[config.mk]
export PLATFORM = sky130hd
export DESIGN_NAME = relay_pick_sequencer_flat
export DESIGN_NICKNAME = d
export VERILOG_FILES = /design/src/rtl/relay_pick_sequencer_pkg.sv /design/src/rtl/relay_pick_sequencer_if.sv /design/src/rtl/relay_pick_sequencer_ms_counter.sv /design/src/rtl/relay_pick_sequencer.sv /design/src/flat_wrapper.sv
export SDC_FILE = /design/constraint.sdc
export NUM_CORES = 1
export LEC_CHECK = 0
export ABC_AREA = 1
export CORE_ASPECT_RATIO = 2
export CORE_MARGIN = 4
export CORE_UTILIZATION = 26
export CTS_CLUSTER_DIAMETER = 150
export DETAILED_ROUTE_END_ITERATION = 12
export PLACE_DENSITY_LB_ADDON = 0.08
export SETUP_SLACK_MARGIN = 0.1
export SKIP_LAST_GASP = 1
export SYNTH_ARGS = -nofsm -noshare
export SYNTH_HDL_FRONTEND = slang
export SYNTH_SLANG_ARGS = --single-unit
[constraint.sdc]
create_clock -name clk -period 1.95 [get_ports clk]
set_input_delay 0.39 -clock clk [delete_from_list [all_inputs] [get_ports clk]]
set_output_delay 0.39 -clock clk [all_outputs]
set_load 0.005 [all_outputs]
[src/rtl/relay_pick_sequencer_pkg.sv]
// relay_pkg: shared types and defaults for the relay pick sequencer.
//   seq_state_t - sequencer FSM states
//   DEF_*       - default parameter values (times in ms)
//   sel_width() - width of the relay select field
package relay_pkg;

   typedef enum logic [2:0] {IDLE, PULL, HOLD, DROP, DWELL} seq_state_t;

   localparam int unsigned DEF_N_RELAYS   = 4;
   localparam int unsigned DEF_HOLD_MS    = 10;
   localparam int unsigned DEF_DWELL_MS   = 20;
   localparam int unsigned DEF_TIMEOUT_MS = 100;
   localparam int unsigned DEF_CNT_W      = 8;

   // Wide enough to encode the value n itself, so an out-of-range index
   // (sel >= n) is always representable and can be rejected.
   function automatic int unsigned sel_width(input int unsigned n);
      return $clog2(n + 1);
   endfunction

endpackage

[src/rtl/relay_pick_sequencer_if.sv]
// relay_pick_sequencer_if: operate-request handshake plus relay pick/pulled bus.
//   req, sel             - operate request and relay index (requester -> sequencer)
//   ready, done, fault   - status (sequencer -> requester)
//   pick                 - one-hot pick drive (sequencer -> relays)
//   pulled               - relay pulled-in feedback (relays -> sequencer)
// Modports: master = requester/relay side, slave = sequencer.
interface relay_pick_sequencer_if #(
   parameter int unsigned N_RELAYS = 4
);
   import relay_pkg::*;

   localparam int unsigned SEL_W = sel_width(N_RELAYS);

   logic                req;
   logic [SEL_W-1:0]    sel;
   logic                ready;
   logic                done;
   logic                fault;
   logic [N_RELAYS-1:0] pick;
   logic [N_RELAYS-1:0] pulled;

   modport master (
      output req, sel, pulled,
      input  ready, done, fault, pick
   );

   modport slave (
      input  req, sel, pulled,
      output ready, done, fault, pick
   );

endinterface

[src/rtl/relay_pick_sequencer_ms_counter.sv]
// ms_counter: millisecond up-counter advanced by tick_ms, saturating at all-ones.
//   clk, rst  - clock, asynchronous active-low reset
//   clr       - synchronous clear (has priority over tick_ms)
//   tick_ms   - 1 ms strobe; count advances by one when set
//   limit     - compare value
//   reached   - count >= limit
module ms_counter #(
   parameter int unsigned CNT_W = 8
) (
   input  logic             clk,
   input  logic             rst,
   input  logic             clr,
   input  logic             tick_ms,
   input  logic [CNT_W-1:0] limit,
   output logic             reached
);

   localparam logic [CNT_W-1:0] CntMax = '1;

   logic [CNT_W-1:0] count_q, count_d;

   always_comb begin
      count_d = count_q;
      if (clr) begin
         count_d = '0;
      end else if (tick_ms && (count_q != CntMax)) begin
         count_d = count_q + 1'b1;
      end
   end

   always_ff @(posedge clk or negedge rst) begin
      if (!rst) begin
         count_q <= '0;
      end else begin
         count_q <= count_d;
      end
   end

   assign reached = (count_q >= limit);

endmodule

[src/rtl/relay_pick_sequencer.sv]
// relay_pick_sequencer: drives one relay through pick, hold, drop and dwell, checking
// the pulled feedback against ms timeouts.
//   clk, rst  - system clock, asynchronous active-low reset
//   tick_ms   - 1 ms strobe from the timer block
//   bus       - relay_pick_sequencer_if.slave (req/sel/ready/done/fault/pick/pulled)
//   fault_cnt - saturating timeout count; present only with
//               RELAY_PICK_SEQ_FAULT_CNT_EN defined
// All outputs are registered.
module relay_pick_sequencer
   import relay_pkg::*;
#(
   parameter int unsigned N_RELAYS   = DEF_N_RELAYS,
   parameter int unsigned HOLD_MS    = DEF_HOLD_MS,
   parameter int unsigned DWELL_MS   = DEF_DWELL_MS,
   parameter int unsigned TIMEOUT_MS = DEF_TIMEOUT_MS,
   parameter int unsigned CNT_W      = DEF_CNT_W
) (
   input  logic                  clk,
   input  logic                  rst,
   input  logic                  tick_ms,
   relay_pick_sequencer_if.slave bus
`ifdef RELAY_PICK_SEQ_FAULT_CNT_EN
   ,
   output logic [7:0]            fault_cnt
`endif
);

   localparam int unsigned SEL_W = sel_width(N_RELAYS);

   localparam logic [CNT_W-1:0] HoldLim    = CNT_W'(HOLD_MS);
   localparam logic [CNT_W-1:0] DwellLim   = CNT_W'(DWELL_MS);
   localparam logic [CNT_W-1:0] TimeoutLim = CNT_W'(TIMEOUT_MS);

   seq_state_t          state_q, state_d;
   logic [N_RELAYS-1:0] sel_oh_q, sel_oh_d;
   logic [N_RELAYS-1:0] pick_q, pick_d;
   logic                ready_q, ready_d;
   logic                done_q, done_d;
   logic                fault_q, fault_d;
   logic [N_RELAYS-1:0] req_oh;
   logic                pulled_sel;
   logic                cnt_clr;
   logic [CNT_W-1:0]    limit;
   logic                reached;

   always_comb begin
      req_oh = '0;
      for (int unsigned i = 0; i < N_RELAYS; i++) begin
         req_oh[i] = (bus.sel == SEL_W'(i));
      end
   end

   // Feedback of the captured relay only; other pulled bits are don't-care.
   assign pulled_sel = |(bus.pulled & sel_oh_q);

   ms_counter #(
      .CNT_W (CNT_W)
   ) u_ms_counter (
      .clk     (clk),
      .rst     (rst),
      .clr     (cnt_clr),
      .tick_ms (tick_ms),
      .limit   (limit),
      .reached (reached)
   );

   always_comb begin
      state_d  = state_q;
      sel_oh_d = sel_oh_q;
      pick_d   = pick_q;
      ready_d  = ready_q;
      done_d   = 1'b0;
      fault_d  = fault_q;
      cnt_clr  = 1'b0;
      limit    = TimeoutLim;
      unique case (state_q)
         IDLE: begin
            cnt_clr = 1'b1;
            if (bus.req) begin
               if (bus.sel >= SEL_W'(N_RELAYS)) begin
                  fault_d = 1'b1;
               end else begin
                  sel_oh_d = req_oh;
                  pick_d   = req_oh;
                  ready_d  = 1'b0;
                  fault_d  = 1'b0;
                  state_d  = PULL;
               end
            end
         end
         PULL: begin
            limit = TimeoutLim;
            // pulled is tested first so it wins over a same-cycle timeout
            if (pulled_sel) begin
               cnt_clr = 1'b1;
               state_d = HOLD;
            end else if (reached) begin
               pick_d  = '0;
               fault_d = 1'b1;
               cnt_clr = 1'b1;
               state_d = DWELL;
            end
         end
         HOLD: begin
            limit = HoldLim;
            if (reached) begin
               pick_d  = '0;
               cnt_clr = 1'b1;
               state_d = DROP;
            end
         end
         DROP: begin
            limit = TimeoutLim;
            if (!pulled_sel) begin
               cnt_clr = 1'b1;
               state_d = DWELL;
            end else if (reached) begin
               fault_d = 1'b1;
               cnt_clr = 1'b1;
               state_d = DWELL;
            end
         end
         DWELL: begin
            limit = DwellLim;
            if (reached) begin
               ready_d = 1'b1;
               done_d  = !fault_q;
               state_d = IDLE;
            end
         end
         default: begin
            pick_d  = '0;
            ready_d = 1'b1;
            state_d = IDLE;
         end
      endcase
   end

   always_ff @(posedge clk or negedge rst) begin
      if (!rst) begin
         state_q  <= IDLE;
         sel_oh_q <= '0;
         pick_q   <= '0;
         ready_q  <= 1'b1;
         done_q   <= 1'b0;
         fault_q  <= 1'b0;
      end else begin
         state_q  <= state_d;
         sel_oh_q <= sel_oh_d;
         pick_q   <= pick_d;
         ready_q  <= ready_d;
         done_q   <= done_d;
         fault_q  <= fault_d;
      end
   end

   assign bus.pick  = pick_q;
   assign bus.ready = ready_q;
   assign bus.done  = done_q;
   assign bus.fault = fault_q;

`ifdef RELAY_PICK_SEQ_FAULT_CNT_EN
   logic       timeout_ev;
   logic [7:0] fault_cnt_q;

   assign timeout_ev = reached && (((state_q == PULL) && !pulled_sel) ||
                                   ((state_q == DROP) && pulled_sel));

   always_ff @(posedge clk or negedge rst) begin
      if (!rst) begin
         fault_cnt_q <= '0;
      end else if (timeout_ev && (fault_cnt_q != 8'hFF)) begin
         fault_cnt_q <= fault_cnt_q + 8'd1;
      end
   end

   assign fault_cnt = fault_cnt_q;
`endif

endmodule

[src/flat_wrapper.sv]
// flat-port wrapper written by rule: the top's interface ports become plain ports
module relay_pick_sequencer_flat import relay_pkg::*;
#(
   parameter int unsigned N_RELAYS   = DEF_N_RELAYS,
   parameter int unsigned HOLD_MS    = DEF_HOLD_MS,
   parameter int unsigned DWELL_MS   = DEF_DWELL_MS,
   parameter int unsigned TIMEOUT_MS = DEF_TIMEOUT_MS,
   parameter int unsigned CNT_W      = DEF_CNT_W
)
  (clk, rst, tick_ms, bus_req, bus_sel, bus_pulled, bus_ready, bus_done, bus_fault, bus_pick);
  relay_pick_sequencer_if #(.N_RELAYS(N_RELAYS)) bus_i ();
  input  logic clk;
  input  logic rst;
  input  logic tick_ms;
  input wire logic [$bits(bus_i.req)-1:0] bus_req;
  input wire logic [$bits(bus_i.sel)-1:0] bus_sel;
  input wire logic [$bits(bus_i.pulled)-1:0] bus_pulled;
  output wire logic [$bits(bus_i.ready)-1:0] bus_ready;
  output wire logic [$bits(bus_i.done)-1:0] bus_done;
  output wire logic [$bits(bus_i.fault)-1:0] bus_fault;
  output wire logic [$bits(bus_i.pick)-1:0] bus_pick;
  assign bus_i.req = bus_req;
  assign bus_i.sel = bus_sel;
  assign bus_i.pulled = bus_pulled;
  assign bus_ready = bus_i.ready;
  assign bus_done = bus_i.done;
  assign bus_fault = bus_i.fault;
  assign bus_pick = bus_i.pick;
  relay_pick_sequencer #(.N_RELAYS(N_RELAYS), .HOLD_MS(HOLD_MS), .DWELL_MS(DWELL_MS), .TIMEOUT_MS(TIMEOUT_MS), .CNT_W(CNT_W)) u_core (.clk(clk), .rst(rst), .tick_ms(tick_ms), .bus(bus_i));
endmodule
# After elaboration in Yosys (flattened, before gate mapping)
# Cells that the tools add are included.
# classes
n_lt_le_gt_ge	2
reduce_logical	14
eq_ne	14
mux	32
add_sub_neg	1
n_bitwise	4
# ops
operator	n
3-bit two-way mux	7
4-bit two-way mux	4
8-bit two-way mux	2
4-bit case mux with 4 select lines	1
4-bit AND reduction	4
3-bit case mux with 5 select lines	1
7-bit case mux with 2 select lines	1
1-bit two-way mux	13
3-bit by 2-bit equality test with 1-bit output (second input constant)	4
8-bit by 1-bit adder with 8-bit output (second input constant)	1
8-bit greater-or-equal comparator	1
8-bit inequality test (second input constant)	1
3-bit by 1-bit equality test with 1-bit output (second input constant)	2
3-bit logical NOT	2
2-bit by 1-bit inequality test with 1-bit output (second input constant)	3
2-bit inequality test (second input constant)	3
1-bit case mux with 3 select lines	2
4-bit bitwise AND	1
1-bit case mux with 4 select lines	1
4-bit OR reduction	1
3-bit equality test (second input constant)	1
3-bit greater-or-equal comparator (second input constant)	1
1-bit inverter	3
3-bit AND reduction	1
6 further kinds	6
# totals
inputBits	11
output_inout_bits	7
reg_bits	22
word_cells	74

# Logic depth before layout (Yosys ltp)
# Gate-level depths: netlist of the first run.
# logic_depth
depth_word	7
depth_mapped	15
depth_no_buf	15

# By module
# From an unflattened synthesis of the first run, not the netlist that was laid out.
# hier_totals
hier_cells	210
area_unflattened_um2	1473.9
# modules_own_cells
mod	n_inst	area_each_um2	cells_per_inst	seq_area_each_um2
relay_pick_sequencer	1	767.0	104	351.6
ms_counter	1	706.9	106	200.2

# Worst setup path before layout of the first run
# Ideal clock, no wire load.
# synth_timing
path_type	register to register
start	register u_core.state_q[0]
end	register u_core.pick_q[1] (netlist: u_core.bus.pick[1])
path_stages_with_launch	15
setup_time_ns	0.118
t_required_ns	1.832
path_slack_ns	0.083
synth_period_minus_slack_ns	1.867
path_buffers	0
arrival_ns	1.748
path_cell_list	dfrtp_1 -> nor3_4 -> inv_1 -> ha_1 -> nand2_1 -> inv_1 -> nand2_1 -> nand2_1 -> nand2_1 -> nand2_2 -> clkinv_2 -> o21ai_0 -> nand2_2 -> nand2_1 -> nand2_1
# synth_between
elab_chain_len	6
word_cells_on_any_way	16
classes_between	order compare: 1; eq/ne: 7; mux: 4; bitwise: 1; reduce/logical: 3
# synth_rtl
item	line_no	text
from (decl)	relay_pick_sequencer.sv:34	seq_state_t state_q, state_d;
from (signal assigned)	relay_pick_sequencer.sv:148	state_q <= state_d;
3-bit equality test / 3-bit by 2-bit equality test with 1-bit output (equally long branches)	relay_pick_sequencer.sv:76	unique case (state_q)
7-bit case mux with 2 select lines	relay_pick_sequencer.sv:76	
8-bit greater-or-equal comparator	relay_pick_sequencer_ms_counter.sv:39	assign reached = (count_q >= limit);
4-bit two-way mux (2 in a row)	n/a	
4-bit case mux with 4 select lines	relay_pick_sequencer.sv:76	
to (signal assigned)	relay_pick_sequencer.sv:150	pick_q <= pick_d;
to (decl)	relay_pick_sequencer.sv:36	logic [N_RELAYS-1:0] pick_q, pick_d;
# Parallel ways exist; a longest one is shown, timed or not. The select of a mux whose other input is x is not followed.
# A chain may end at the register's enable or synchronous reset.

# Worst setup path after layout of the first run
# layout_timing
start	register u_core.state_q[1]
end	register u_core.u_ms_counter.count_q[2]
# layout_between
elab_chain_len	7
word_cells_on_any_way	13
classes_between	order compare: 1; eq/ne: 4; mux: 6; reduce/logical: 2
# layout_rtl
item	line_no	text
3-bit equality test / 3-bit by 2-bit equality test with 1-bit output (equally long branches)	relay_pick_sequencer.sv:76	
7-bit case mux with 2 select lines	relay_pick_sequencer.sv:76	
8-bit greater-or-equal comparator	relay_pick_sequencer_ms_counter.sv:39	
1-bit two-way mux	relay_pick_sequencer.sv:97, relay_pick_sequencer.sv:106, relay_pick_sequencer.sv:117	
1-bit two-way mux (on tied branches)	relay_pick_sequencer.sv:114, relay_pick_sequencer.sv:94	
1-bit case mux with 4 select lines *	relay_pick_sequencer.sv:76	
8-bit two-way mux / 2-bit nonzero test (equally long branches)	n/a	
to (signal assigned)	relay_pick_sequencer_ms_counter.sv:35	count_q <= count_d;
to (decl)	relay_pick_sequencer_ms_counter.sv:20	logic [CNT_W-1:0] count_q, count_d;
# Every way passes the cells marked *; elsewhere a longest branch is shown, timed or not.

==> results by stage, run 1 <==
Yosys:
- The Yosys step of the flow raised 0 warnings.
- The count of state elements after synthesis is 22.
- The number of nets produced by synthesis is 198.
- The number of distinct standard cells referenced by the synthesized netlist is 25.
- The synthesized cell area is 1340 µm².
- Sequential elements use 41.3% of the synthesized area.
- The average instance area after synthesis is 7.43 µm².
- The cell count after synthesis came out at 180.

GRT:
- The first global-routing pass estimated 6.52 mm of wire.
- The initial antenna violation count is 0.
- The number of global-route vias before repair is 1409.
- The total congestion overflow after global routing is 0.
- Global routing used 13.5% of the available tracks.
- Entering global routing, the biggest net connects 23 pins.

Power:
- The power density over the cells is 1250 nW/µm².
- The leakage power of the design is 0.979 nW.
- The total power after layout is 2.56 mW.
- The worst voltage drop across the vdd grid is 0.000487 V.

Cells and area:
- The most common cell after layout, fill and taps aside is sky130_fd_sc_hd__nand2_1.
- The non-filler instance count after layout is 283.
- Fill cells in the final layout number 525.
- The final design instance area without fill is 2060 µm².
- The storage element area is 553 µm².
- The share of layout cells above drive strength 1 is 34.5%.
- The total number of nets in the final design is 245.
- The layout overhead on the synthesized area is 54.0%.
- The top cell types in the final layout, fill and taps aside, are sky130_fd_sc_hd__nand2_1, sky130_fd_sc_hd__inv_1, sky130_fd_sc_hd__buf_4.
- The diode insertion count for antenna repair is 0.
- In the final layout, the multi-input gates occupy 893 µm².

Die:
- The die is 58.7 µm wide.
- The initial cell density of the core is 27.2%.
- Measured along the y axis, the die boundary spans 109 µm.
- The floorplan step defined a die boundary enclosing 6430 µm².
- For this design the top-level I/O count stands at 18.
- The placeable core area is 4910 µm².
- The count of standard-cell rows is 36.

Worst setup path:
- The buffer and inverter count on the worst path is 2.
- The arrival time of data at the critical path endpoint is 2.24 ns.
- The setup path with the least slack is of type reg2reg.
- Along the worst path, the maximum fanout reaches 8.
- Measured in cells, the most critical reg-to-reg path has a length of 12.
- The data required time of the worst path is 2.16 ns.
- The startpoint identified for the worst register-to-register timing path is u_core.state_q[1].
- Traced cell by cell, the critical path runs through inv_2 > nor3_4 > inv_2 > nand2_4 > ha_4 > nand2_2 > nand2_2 > a21oi_4 > nand3_2 > a21oi_4 > nand2_8 > nor2_4.
- The endpoint identified for the worst register-to-register timing path is u_core.u_ms_counter.count_q[2].
- The startpoint type of the worst setup path is a flop.
- The critical-path cell with the highest stage delay is sky130_fd_sc_hd__dfrtp_1.
- On the critical path the largest part of the delay comes from simple AND/OR/NAND/NOR gates.
- The setup check on the worst reg-to-reg path leaves a slack of -0.07 ns.
- The worst setup path is captured at a flop.
- The largest single stage delay on the critical path is 0.39 ns.

Place:
- The total half-perimeter wirelength after legalization and detailed placement is 3.00 mm.
- In this run the tool buffered the top-level ports with 17 buffer cells.
- The cell total after placement is 267.
- Routability-driven placement finished with a final weighted congestion of 0.845.
- The placed cell area is 1680 µm².

Timing:
- For the pin with the worst max-slew slack, the measured transition is 0.393 ns.
- The total of endpoints with negative setup slack in the final report is 12.
- In the finished design, the share of the clock period the worst path needs comes to 104%.
- After layout, the worst setup slack is -0.0707 ns.
- The relative max-transition margin is 73.7%.
- The final count of hold timing violations is 0.
- The final worst clock skew is 0.0116 ns.
- For the finished layout, the period the worst path requires is 2.02 ns.
- The peak clock frequency supported by timing is 0.495 GHz.
- Setup repair after global routing could not meet its margin everywhere.
- The number of slew-limit violations in the final report is 0.

Drt:
- The routed design has 3.97 mm of wire.
- The first routing iteration left 29 violations.
- Dividing the detail-routed via count by the number of cells gives 4.62.
- The routed length per instance is 14.0 µm.
- The count of antenna-violating nets left after detailed routing is 0.
- The post-detailed-route DRC marker count is 0.
- The detailed-route via count is 1307.
- For this run, the detailed router's first-pass iteration total came to 3.

CTS:
- The CTS tree is yes.
- In this run the deepest clock path goes through 2 buffers.
- The clock-pin transition on the worst setup and hold timing paths is 0.09 ns.
- The total clock sinks is 22.
- Hold repair after CTS inserted 0 buffers.
- The number of clock buffers inserted by TritonCTS is 3.
- The cell sitting at the root of the clock tree is a sky130_fd_sc_hd__clkbuf_8.
- The insertion delay of the later-clocked pin in the worst-skew pair is 0.27 ns.
- The number of levels in the clock H-tree is 1.

Hold path:
- The worst hold path class is in2async.

Outcome:
- The checks that failed: setup timing.
- The flow ran to the end, but the final reports show violations.

Run:
- Across the run, the number of max-cap violations was 0.
## area by class of cell
| class | instances | share of cell area [%] |
|---|---|---|
| Sequential cell | 22 | 26.9 |
| Inverter | 29 | 5.53 |
| Multi-Input combinational cell | 129 | 43.4 |
| Tap cell | 57 | 3.46 |
| Clock buffer | 4 | 2.67 |
| Timing Repair Buffer | 42 | 18.1 |
## metrics by stage
| step | utilization (%) | worst slack, ns | hold WS (ns) | TNS, ns |
|---|---|---|---|---|
| after floorplan | - | 0.103 | 0.0944 | 0 |
| after global placement | 34.2 | -0.0733 | 0.460 | -0.389 |
| after detailed placement | 34.2 | -0.101 | 0.464 | -0.905 |
| after CTS | 39.4 | -0.0437 | 0.474 | -0.280 |
| after global routing | 41.9 | -0.210 | 0.487 | -2.64 |
| final | 41.9 | -0.0707 | 0.466 | -0.542 |
## cells by family (layout without fill, tap and decap cells)
kind of cell / after synthesis / count (layout) / synth area share (%)
xor+xnor: 6 / 6 / 3.93
fa+ha+maj: 7 / 7 / 6.55
flops: 22 / 22 / 41.3
compound gates: 21 / 21 / 8.61
buf+inv: 29 / 75 / 8.23
simple gates: 95 / 95 / 31.4
## worst register-to-register path, delay by kind of cell (launching register included)
| kind | cells | cell delay (ns) |
|---|---|---|
| AOI/OAI and AO/OA | 2 | 0.40 |
| and+or+nand+nor | 7 | 0.80 |
| DFF | 1 | 0.39 |
| buffers and inverters | 2 | 0.17 |
| adders and majority gates | 1 | 0.21 |
## metal layers
layer | vias to the layer above | track usage [%] | part of all wire [%]
li1 | 665 | - | -
met1 | 618 | 11.5 | 32
met2 | 18 | 28.2 | 63
met3 | 6 | 1.76 | 2.7
met4 | 0 | 6.32 | 2.5
met5 | - | 0 | 0
## registers in the layout, summed over array words and instances, names as in the netlist
register	flops
u_core.bus.ready	1
u_core.u_ms_counter.count_q	8
u_core.bus.done	1
u_core.bus.fault	1
u_core.sel_oh_q	4
u_core.bus.pick	4
u_core.state_q	3
## timing repair
action	CTS	global route
pin swaps	8	9
buffers inserted	9	3
gates resized for setup	32	23
endpoints found under the setup margin	18	18
endpoints found under the hold margin	0	0
## synthesized netlist by cell type
cell type                   n  area, µm²
sky130_fd_sc_hd__a21oi_1    3       15.0
sky130_fd_sc_hd__a21oi_2    2       17.5
sky130_fd_sc_hd__a31oi_1    1       6.26
sky130_fd_sc_hd__and3_1     1       6.26
sky130_fd_sc_hd__clkinv_2   1       5.00
sky130_fd_sc_hd__dfrtp_1   21        526
sky130_fd_sc_hd__dfstp_2    1       26.3
sky130_fd_sc_hd__ha_1       7       87.6
sky130_fd_sc_hd__inv_1     25       93.8
sky130_fd_sc_hd__inv_2      3       11.3
sky130_fd_sc_hd__nand2_1   49        184
sky130_fd_sc_hd__nand2_2    3       18.8
sky130_fd_sc_hd__nand3_1    8       40.0
sky130_fd_sc_hd__nand3b_1   1       7.51
sky130_fd_sc_hd__nand4_1    4       25.0
sky130_fd_sc_hd__nor2_1    20       75.1
sky130_fd_sc_hd__nor2_2     1       6.26
sky130_fd_sc_hd__nor3_1     5       25.0
sky130_fd_sc_hd__nor3_2     1       10.0
sky130_fd_sc_hd__nor3_4     1       16.3
sky130_fd_sc_hd__o21ai_0   12       60.1
sky130_fd_sc_hd__o21ai_1    2       10.0
sky130_fd_sc_hd__o22ai_1    1       6.26
sky130_fd_sc_hd__or2_0      1       6.26
sky130_fd_sc_hd__xor2_1     6       52.6
## report_power, final
part           switching [mW]  internal (mW)
combinational           0.864          0.693
clock                   0.160          0.180
sequential             0.0924          0.574
## how the worst max path moves through the flow
| stage | cells after the start | endpoint | from | slack, ns |
|---|---|---|---|---|
| finish | 12 | u_core.u_ms_counter.count_q[2] | u_core.state_q[1] | -0.07 |
| global route | 12 | u_core.u_ms_counter.count_q[2] | u_core.state_q[1] | -0.21 |
| CTS | 12 | u_core.u_ms_counter.count_q[6] | u_core.state_q[0] | -0.04 |
| detailed placement | 14 | u_core.bus.pick[3] | u_core.state_q[0] | -0.10 |
| global placement | 11 | u_core.bus.ready | u_core.state_q[0] | -0.07 |
| floorplan | 13 | u_core.u_ms_counter.count_q[0] | u_core.state_q[0] | 0.10 |
(Power assumes the default switching activity.)
==> run 2: changes to the inputs <==
Settings changed: PLACE_DENSITY_LB_ADDON 0.08 to unset, SKIP_CTS_REPAIR_TIMING set to 1.
==> run 2 against run 1 <==
Compared with the run above:
- wire length fell by 13%
- non-clock buffer count down 11
- hold slack improved by 0.0081 ns
- fmax increased by 1.9%
- the flow still finishes with violations (setup timing)
- first-iteration DRC count decreased by 45%
- clock skew shrank 0.011 ns
- critical endpoint is now u_core.u_ms_counter.count_q[5]
- sequential power grew 1%
- flip-flop and latch count did not move
- final area decreased by 8.4%
- critical path depth shrank 1
- final cell count down 3.9%
==> results by stage, run 2 (same netlist as run 1, synthesis figures left out) <==
GRT:
- The first global-routing pass estimated 5.42 mm of wire.
- Entering global routing, the biggest net connects 23 pins.
- The all-layer global routing usage is 11.0%.
- The initial antenna violation count was 0.
- The total congestion overflow after global routing is 0.
- The number of global-route vias before repair is 1295.

Worst setup path:
- The type of the setup path with the least slack is reg2reg.
- STA puts the critical path data arrival time at 2.18 ns.
- The top fanout value on the critical path is 8.
- In this design, the critical path's most frequently occurring cell is sky130_fd_sc_hd__nand2_2.
- Traced cell by cell, the critical path runs through nor3_4 > inv_2 > nand2_4 > ha_4 > nand2_2 > nand2_2 > a21oi_4 > nand3_2 > a21oi_2 > nand2_2 > nor2_1.
- The slowest stage of the critical path belongs to the cell sky130_fd_sc_hd__dfrtp_2.
- The startpoint type of the worst setup path is a flop.
- The data required time of the worst path is 2.15 ns.
- For this run, the slowest stage of the critical path takes 0.45 ns.
- The capturing element type of the critical path is a flop.

CTS:
- The root buffer cell is sky130_fd_sc_hd__clkbuf_8.
- After clock tree synthesis, the clock-pin slew on the worst setup and hold paths is 0.08 ns.
- TritonCTS built the clock tree.
- The insertion delay of the later-clocked pin in the worst-skew pair is 0.27 ns.
- The number of clock buffers inserted by TritonCTS is 3.
- In this run the deepest clock path goes through 2 buffers.
- The total clock sinks is 22.
- The number of levels in the clock H-tree is 1.

Die:
- The count of standard-cell rows is 36.
- The floorplan step defined a core boundary enclosing 4910 µm².
- In this run the horizontal extent of the chip is 58.7 µm.
- The vertical die dimension is 109 µm.
- Pin placement for this block handled 18 I/O pins.
- The die covers 6430 µm².
- The initial cell density of the core is 27.2%.

Timing:
- The number of slew-limit violations in the final report was 0.
- Setup repair after global routing could not meet its margin everywhere.
- The worst pin sits at a relative slew slack of 69.1%.
- The final critical path takes up 102% of the cycle.
- The shortest clock period the worst path allows after layout is 1.98 ns.
- The slew at the pin closest to its max-slew limit is 0.462 ns.
- The worst path setup slack after routing is -0.0323 ns.
- Clock skew on the completed layout was measured at 0.00107 ns.
- The peak clock frequency supported by timing is 0.504 GHz.
- The final count of hold timing violations is 0.
- The total of endpoints with negative setup slack in the final report is 6.

Cells and area:
- Counting flops per register, the top entry is u_core.u_ms_counter.count_q.
- The most common cell after layout, fill and taps aside is sky130_fd_sc_hd__nand2_1.
- The total number of nets in the final design is 234.
- The register with the most flip-flops in the layout has 8 of them.
- The filler cells instantiated in the layout total 490.
- Cells fill 38.4% of the core in the end.
- The post-route netlist has 25.1% of its cells at a drive strength greater than 1.
- The diode insertion count for antenna repair is 0.
- Leaving out fill and tap cells, the most frequent cells in the layout are sky130_fd_sc_hd__nand2_1, sky130_fd_sc_hd__inv_1, sky130_fd_sc_hd__nor2_1, sky130_fd_sc_hd__dfrtp_1, sky130_fd_sc_hd__clkdlybuf4s50_1.
- The area growth from synthesis to layout is 41.0%.

Place:
- Detailed placement ended at an HPWL of 2.69 mm.
- Routability-driven placement finished with a final weighted congestion of 0.828.
- In this run the tool buffered the top-level ports with 17 buffer cells.

Outcome:
- The run finished, with violations left.
- The checks that failed: setup timing.

Power:
- The leakage power of the design is 0.922 nW.
- Per report_power, the clock group accounts for 18.7% of the total.
- Overall power consumption after layout is estimated at 2.34 mW.
- Cell internal power was estimated by the tool at 1.38 mW.
- The power density over the cells is 1240 nW/µm².
- The worst-case IR drop observed on VDD is 0.000760 V.
- Per report_power, the combinational group accounts for 52.4% of the total.
- The net switching power is 0.958 mW.
- The sequential share of power is 28.9%.
- Net switching is 41.0% of the power.

Drt:
- The post-detailed-route DRC marker count is 0.
- The routed length per instance is 12.7 µm.
- The detailed-route via count is 1271.
- In this run the remaining antenna-violating nets after routing total 0.
- The first-pass detailed-route iteration total is 4.
- After the first detailed-routing iteration, the DRC count stood at 16.
- The via count normalized by instance count is 4.67.
- The total detailed-routing wirelength is 3.45 mm.

Hold path:
- The worst hold path class is in2async.

Run:
- The tool flagged a number of max-cap violations equal to 0.
## run 2: critical path, delay by kind of cell (launching register included)
| family | cells | cell delay [ns] |
|---|---|---|
| flip-flops | 1 | 0.45 |
| AO/OA/AOI/OAI | 2 | 0.36 |
| buffers and inverters | 1 | 0.10 |
| adder cells (fa/ha/maj) | 1 | 0.20 |
| AND/OR/NAND/NOR | 7 | 0.79 |
## run 2: power by group through the flow
stage	logic [mW]	registers (mW)	clock network, mW
6_report	1.22	0.676	0.437
5_1_grt	1.38	0.693	0.457
4_1_cts	1.08	0.661	0.442
3_5_place_dp	1.07	0.668	0
3_3_place_gp	1.07	0.667	0
2_1_floorplan	0.610	0.658	0
## run 2: final cells by class
cell class | instances | area, µm² | share of cell area, %
clock buffers | 3 | 41.3 | 2.19
clock inverters | 1 | 30.0 | 1.59
inverters | 29 | 111 | 5.91
multi-input cells | 129 | 797 | 42.3
flip-flops and latches | 22 | 556 | 29.5
well taps | 57 | 71.3 | 3.78
repair buffers | 31 | 279 | 14.8
## run 2: worst paths after layout
| check | end | slack [ns] | from | depth (start not counted) |
|---|---|---|---|---|
| max | u_core.u_ms_counter.count_q[5] | -0.03 | u_core.state_q[0] | 11 |
| min | u_core.bus.done | 0.47 | rst | 2 |
| max reg2reg | u_core.u_ms_counter.count_q[5] | -0.03 | u_core.state_q[0] | 11 |
| min reg2reg | u_core.bus.pick[1] | 0.48 | u_core.bus.pick[1] | 2 |
| max in group asynchronous | u_core.bus.ready | 1.19 | rst | 2 |
| min in group clk | u_core.bus.pick[1] | 0.48 | u_core.bus.pick[1] | 2 |
## run 2: layer usage
metal  global-route usage (%)  wire, µm  vias to the layer above
met1                     10.3      1200                      590
met4                     4.70        97                        0
met3                    0.705        79                        9
li1                         -         -                      645
met5                        0         0                        -
met2                     23.0      2070                       27
## run 2: metrics by stage
stage	area [µm²]	instances	TNS [ns]	hold WS [ns]	setup WS, ns
2_1_floorplan	1340	180	0	0.0944	0.103
3_3_place_gp	1690	268	-0.316	0.459	-0.0456
3_5_place_dp	1690	268	-0.354	0.463	-0.0574
4_1_cts	1760	272	-0.594	0.485	-0.0786
5_1_grt	1890	272	-1.33	0.512	-0.149
6_report	1890	272	-0.0744	0.474	-0.0323
